<file path="src/rtl/opl3_op_sequencer.sv">
// rtl/opl3_op_sequencer.sv - per-sample operator slot scheduler with register-port arbitration
//
// Purpose:
//   Each sample_clk_en pulse starts a frame that walks every (bank, operator)
//   slot, one slot per clk, bank 0 first. The slot index drives the register
//   file read and phase-increment pipeline; a tag delayed by PIPELINE_DELAY
//   cycles marks which slot the pipeline output belongs to. While no frame is
//   running, the shared register-file port is granted to host config writes.
//
// Ports:
//   clk            system clock
//   reset_n        asynchronous active-low reset (released synchronously inside)
//   sample_clk_en  one-cycle pulse starting a sample frame
//   cfg_req        host request for the register-file port, held until granted
//   cfg_gnt        one-cycle grant; the host write happens in that cycle
//   issue_valid    bank_num/op_num carry a live slot this cycle
//   bank_num       current slot bank (holds last value when not issuing)
//   op_num         current slot operator (holds last value when not issuing)
//   wb_valid       phase increment for wb_bank/wb_op is valid this cycle
//   wb_bank        write-back bank tag
//   wb_op          write-back operator tag
//   sample_done    pulse together with the last write-back of a frame
//   busy           frame in progress (RUN or DRAIN)
//   overrun        sticky: sample_clk_en arrived while busy

module opl3_op_sequencer #(
    parameter int NUM_BANKS      = 2,
    parameter int NUM_OPS        = 18,
    parameter int BANK_NUM_WIDTH = 1,
    parameter int OP_NUM_WIDTH   = 5,
    parameter int PIPELINE_DELAY = 2
) (
    input  logic                      clk,
    input  logic                      reset_n,
    input  logic                      sample_clk_en,
    input  logic                      cfg_req,
    output logic                      cfg_gnt,
    output logic                      issue_valid,
    output logic [BANK_NUM_WIDTH-1:0] bank_num,
    output logic [OP_NUM_WIDTH-1:0]   op_num,
    output logic                      wb_valid,
    output logic [BANK_NUM_WIDTH-1:0] wb_bank,
    output logic [OP_NUM_WIDTH-1:0]   wb_op,
    output logic                      sample_done,
    output logic                      busy,
    output logic                      overrun
);

    localparam int TAG_W   = 1 + BANK_NUM_WIDTH + OP_NUM_WIDTH;
    localparam int DRAIN_W = (PIPELINE_DELAY > 1) ? $clog2(PIPELINE_DELAY) : 1;

    localparam logic [BANK_NUM_WIDTH-1:0] BANK_LAST  = BANK_NUM_WIDTH'(NUM_BANKS - 1);
    localparam logic [OP_NUM_WIDTH-1:0]   OP_LAST    = OP_NUM_WIDTH'(NUM_OPS - 1);
    localparam logic [DRAIN_W-1:0]        DRAIN_LAST = DRAIN_W'(PIPELINE_DELAY - 1);

    typedef enum logic [1:0] {
        S_IDLE  = 2'd0,
        S_RUN   = 2'd1,
        S_DRAIN = 2'd2
    } state_t;

    // Reset synchronizer: assertion reaches every flop at once through the
    // async clear, release is delayed two edges so all flops leave reset on
    // the same clock.
    logic [1:0] rst_sync;
    logic       rst_int_n;

    always_ff @(posedge clk or negedge reset_n) begin
        if (!reset_n) begin
            rst_sync <= 2'b00;
        end else begin
            rst_sync <= {rst_sync[0], 1'b1};
        end
    end

    assign rst_int_n = rst_sync[1];

    state_t                    state_q, state_d;
    logic [BANK_NUM_WIDTH-1:0] bank_q, bank_d;
    logic [OP_NUM_WIDTH-1:0]   op_q, op_d;
    logic [DRAIN_W-1:0]        drain_q, drain_d;
    logic                      gnt_prev_q;
    logic                      overrun_q;
    logic                      gnt;
    logic                      last_slot;
    logic [TAG_W-1:0]          tag_sr [PIPELINE_DELAY];

    assign last_slot = (bank_q == BANK_LAST) && (op_q == OP_LAST);

    // State, slot counters and drain counter.
    always_ff @(posedge clk or negedge rst_int_n) begin
        if (!rst_int_n) begin
            state_q <= S_IDLE;
            bank_q  <= '0;
            op_q    <= '0;
            drain_q <= '0;
        end else begin
            state_q <= state_d;
            bank_q  <= bank_d;
            op_q    <= op_d;
            drain_q <= drain_d;
        end
    end

    always_comb begin
        state_d = state_q;
        bank_d  = bank_q;
        op_d    = op_q;
        drain_d = drain_q;
        gnt     = 1'b0;
        case (state_q)
            S_IDLE: begin
                // A frame start always beats a pending host request.
                if (sample_clk_en) begin
                    state_d = S_RUN;
                    bank_d  = '0;
                    op_d    = '0;
                end else if (cfg_req && !gnt_prev_q) begin
                    gnt = 1'b1;
                end
            end
            S_RUN: begin
                if (last_slot) begin
                    // Slot registers keep the final slot; consumers ignore
                    // them once issue_valid drops.
                    state_d = S_DRAIN;
                    drain_d = '0;
                end else if (op_q == OP_LAST) begin
                    op_d   = '0;
                    bank_d = bank_q + BANK_NUM_WIDTH'(1);
                end else begin
                    op_d = op_q + OP_NUM_WIDTH'(1);
                end
            end
            S_DRAIN: begin
                // Wait for the last issued slot to leave the pipeline.
                if (drain_q == DRAIN_LAST) begin
                    state_d = S_IDLE;
                end else begin
                    drain_d = drain_q + DRAIN_W'(1);
                end
            end
            default: begin
                state_d = S_IDLE;
            end
        endcase
    end

    // Grant history enforces a dead cycle between grants so the host has
    // time to drop cfg_req after being served.
    always_ff @(posedge clk or negedge rst_int_n) begin
        if (!rst_int_n) begin
            gnt_prev_q <= 1'b0;
        end else begin
            gnt_prev_q <= cfg_gnt;
        end
    end

    // Overrun is sticky until reset; the offending pulse is otherwise dropped.
    always_ff @(posedge clk or negedge rst_int_n) begin
        if (!rst_int_n) begin
            overrun_q <= 1'b0;
        end else if (sample_clk_en && busy) begin
            overrun_q <= 1'b1;
        end
    end

    // Tag shift register mirrors the datapath latency so each write-back
    // carries the slot that produced it.
    always_ff @(posedge clk or negedge rst_int_n) begin
        if (!rst_int_n) begin
            for (int i = 0; i < PIPELINE_DELAY; i++) begin
                tag_sr[i] <= '0;
            end
        end else begin
            tag_sr[0] <= {issue_valid, bank_q, op_q};
            for (int i = 1; i < PIPELINE_DELAY; i++) begin
                tag_sr[i] <= tag_sr[i-1];
            end
        end
    end

    // Gating with rst_int_n keeps the grant low while the reset release is
    // still propagating through the synchronizer.
    assign cfg_gnt     = gnt && rst_int_n;
    assign issue_valid = (state_q == S_RUN);
    assign bank_num    = bank_q;
    assign op_num      = op_q;
    assign busy        = (state_q == S_RUN) || (state_q == S_DRAIN);
    assign overrun     = overrun_q;

    assign {wb_valid, wb_bank, wb_op} = tag_sr[PIPELINE_DELAY-1];

    assign sample_done = wb_valid && (wb_bank == BANK_LAST) && (wb_op == OP_LAST);

endmodule

</file>
<file path="config.mk">
export PLATFORM = sky130hd
export DESIGN_NAME = opl3_op_sequencer
export DESIGN_NICKNAME = d
export VERILOG_FILES = /design/src/rtl/opl3_op_sequencer.sv
export SDC_FILE = /design/constraint.sdc
export NUM_CORES = 1
export LEC_CHECK = 0
export BUFFER_PORTS_ARGS = -buffer_cell sky130_fd_sc_hd__buf_4
export CAP_MARGIN = 15
export CORE_UTILIZATION = 30
export DETAILED_ROUTE_END_ITERATION = 12
export HOLD_SLACK_MARGIN = 0.05
export SLEW_MARGIN = 20
export SYNTH_ARGS = -nofsm -noshare
export SYNTH_HDL_FRONTEND = slang
export SYNTH_SLANG_ARGS = --single-unit
</file>
<file path="constraint.sdc">
create_clock -name clk -period 1.6 [get_ports clk]
set_input_delay 0.08 -clock clk [delete_from_list [all_inputs] [get_ports clk]]
set_output_delay 0.08 -clock clk [all_outputs]
set_load 0.02 [all_outputs]
</file>
==> impl_summary.txt <==
----------------------------------------------------
[Die]
  DIE AREA ... 3890 um2
  Number of placed I/O pins ... 22
  Starting density of the core ... 32.0%
  Die Width ... 62.4 um
  Standard cell core area ... 3420 um2
  Site row count ... 21
  Vertical die dimension ... 62.4 um

[Global route]
  Global-route track usage on met2 ... 18.7%
  Global-route wire length before repair ... 3.44 mm
  Maximum number of pins on one net before global-route repair ... 26
  Gr ovfl total ... 0
  Most congested layer reported by global routing ... met2
  Overall fraction of global-route tracks in use ... 11.6%
  Met3 capacity usage during global routing ... 1.82%
  GR met1 Demand/Resource ... 13.8%
  Initial antenna violation count ... 0
  Via count of the first global-routing pass ... 768

[Route]
  Total Wirelength ... 1.94 mm
  Number of vias per cell after detailed routing ... 4.42
  Number of remaining DRC errors ... 0
  Total number of vias ... 743
  Detail Route Antenna Nets ... 0
  1st-pass router iterations ... 4
  Post-detailed-route wirelength per cell ... 11.5 um
  Initial drt markers ... 16

[Power and ir drop]
  Cell area power density ... 1400 nW/um2
  Maximum vdd drop ... 0.000363 V
  Reported leakage power ... 0.694 nW

[Critical path]
  Critical Path End Type ... register
  Worst setup path category ... reg -> reg
  Cell at the slowest stage of the critical path ... sky130_fd_sc_hd__dfrtp_2
  Worst flop-to-flop path startpoint ... op_num[1]
  Data arrival time of the critical path ... 1.77 ns
  Series of cell instances along the critical path ... inv_2 > ha_4 > nand4bb_4 > or2_4 > a21oi_2 > mux2_4
  Highest cell delay on the worst timing path ... 0.44 ns
  Required time of the worst setup path ... 1.83 ns
  Launching element type of the critical path ... register
  Number of buffers and inverters on the critical path ... 1
  Crit path max-delay family ... flip-flops
  Top fanout value on the critical path ... 3
  Crit path from ... op_num[1]

[CTS]
  CTS tree ... yes
  Total CTS buffers ... 3
  TritonCTS Sinks ... 27
  H-Tree Level Count ... 1
  Clock transition at the registers of the reported paths ... 0.15 ns
  CTS Root Cell ... sky130_fd_sc_hd__clkbuf_4
  Clock Latency Late Sink ... 0.33 ns
  Buffers from clock root to sink, at most ... 2

[Yosys]
  Synthesized netlist net count ... 97
  Number of register bits inferred by synthesis ... 27
  Cell area after technology mapping ... 1090 um2
  Synthesis Warnings ... 0
  Syn Area/Cell ... 12.6 um2
  Number of different library cells in the post-synthesis netlist ... 27
  Portion of the post-synthesis area used by sequential elements ... 61.8%
  Gate Count Post-Synth ... 87

[Final layout]
  Layout-stage area growth over the synthesis result ... 33.1%
  Nets ... 133
  Post-layout instance count excluding filler cells ... 168
  Leading cell type in the layout, fill and taps excluded ... sky130_fd_sc_hd__buf_4
  Filler instances ... 343
  Layout cell share with drive strength beyond 1 ... 41.8%
  Antenna Diode Count ... 0
  Final design utilization ... 42.6%
  Most frequent cells in the layout ... sky130_fd_sc_hd__buf_4 (33), sky130_fd_sc_hd__dfrtp_1 (24), sky130_fd_sc_hd__o21ai_0 (7)

[Timing]
  Final worst setup slack ... 0.0561 ns
  Max Clock Freq ... 648 MHz
  Final number of setup-violating endpoints ... 0
  Setup repair after global routing missed its margin ... true
  Final hold violations ... 0
  Final critical-path required period ... 1.54 ns
  Hold Slack ... 0.273 ns
  Final clock period utilization by the worst path ... 96.5%
  Count of pins over their slew limit ... 0
  Clock tree skew after final layout ... 0.00826 ns
  Post-route setup TNS ... 0 ns

[Job]
  # Max-Cap Violations ... 0

[Outcome]
  Outcome ... finished, final reports clean

[Place]
  Buffers on Ports ... 21
  Worst slack, placed ... 0.0329 ns
  HPWL reported at the end of detailed placement ... 1.41 mm
  Placer Congestion ... 0.722
  Placed Cells ... 159

[Hold path]
  Hold Crit Class ... reg -> async

----------------------------------------------------
area by class of cell:
| cell class | count | area, um2 | share of cell area [%] |
|---|---|---|---|
| clock buffers | 3 | 22.5 | 1.55 |
| clock inverters | 1 | 7.51 | 0.516 |
| inverters | 5 | 18.8 | 1.29 |
| multi-input cells | 49 | 382 | 26.2 |
| flip-flops and latches | 27 | 679 | 46.7 |
| well taps | 46 | 57.6 | 3.96 |
| repair buffers | 37 | 288 | 19.8 |
path summary, 6_finish.rpt:
| kind | endpoint | slack [ns] | cells after the start |
|---|---|---|---|
| min in group clk | rst_sync[1] | 0.36 | 0 |
| max in group asynchronous | rst_sync[1] | 0.88 | 3 |
| setup reg to reg | state_q[0] | 0.06 | 6 |
| hold / removal | bank_num | 0.27 | 1 |
| hold reg to reg | bank_num | 0.27 | 1 |
| setup / recovery | state_q[0] | 0.06 | 6 |
sequential cells by signal (all words and copies together), names as in the netlist, 2 cells and up:
| name | cells |
|---|---|
| state_q | 2 |
| op_num | 5 |
| tag_sr | 7 |
| wb_op | 5 |
| rst_sync | 2 |
what timing repair did:
action                                  4_1_cts  5_1_grt
resized for setup                             4        2
hold endpoints to repair                      4        0
endpoints found under the setup margin        2        7
setup buffers                                 1        0
pin swaps                                     0        3
hold buffers                                  4        0
layer usage:
metal | vias up | routed length, um
met3 | 7 | 66
met2 | 19 | 971
met1 | 358 | 823
li1 | 359 | -
met4 | 0 | 78
met5 | - | 0
power by group:
part           internal, mW  leakage [nW]  switching, mW
clock network        0.0957        0.0139          0.205
registers             0.815         0.350         0.0659
logic                 0.417         0.330          0.444
total                  1.33         0.694          0.715
worst reg2reg max path: cells and delay by family (launching register included):
family | cells | cell delay (ns)
compound gates | 1 | 0.15
fa+ha+maj | 1 | 0.13
buf+inv | 1 | 0.06
flops | 1 | 0.44
mux | 1 | 0.31
simple gates | 2 | 0.36
cell usage after synthesis (all sizes together):
library cell | number | area (um2)
o21ai | 8 | 40.0
o21a | 1 | 7.51
nand2 | 6 | 22.5
inv | 5 | 18.8
a21oi | 3 | 18.8
nor2b | 1 | 6.26
dfrtp | 27 | 676
mux2i | 1 | 13.8
o211a | 1 | 10.0
o22a | 1 | 8.76
nand4bb | 2 | 38.8
a22o | 1 | 8.76
nor3 | 4 | 20.0
or2 | 1 | 8.76
mux2 | 1 | 11.3
conb | 1 | 3.75
buf | 5 | 37.5
ha | 6 | 75.1
nand3 | 2 | 10.0
o21bai | 1 | 7.51
a21o | 2 | 15.0
clkbuf | 1 | 3.75
nor2 | 3 | 11.3
nand3b | 1 | 7.51
nand2b | 2 | 12.5
cells by family (layout without fill, tap and decap cells):
kind of cell / after synthesis / in the layout / synth area share, %
flops: 27 / 27 / 61.8
mux: 2 / 2 / 2.29
simple gates: 22 / 22 / 12.6
compound gates: 18 / 18 / 10.6
buf+inv: 11 / 46 / 5.49
fa+ha+maj: 6 / 6 / 6.86
other cells: 1 / 1 / 0.343
stage by stage:
| step | total power [mW] | area (um2) |
|---|---|---|
| CTS | 2.06 | 1460 |
| finish | 2.04 | 1460 |
| global route | 2.18 | 1460 |
| floorplan | 1.39 | 1110 |
| detailed placement | 1.72 | 1370 |
| global placement | 1.70 | 1370 |
No activity file was read; power rests on OpenSTA's default activity.
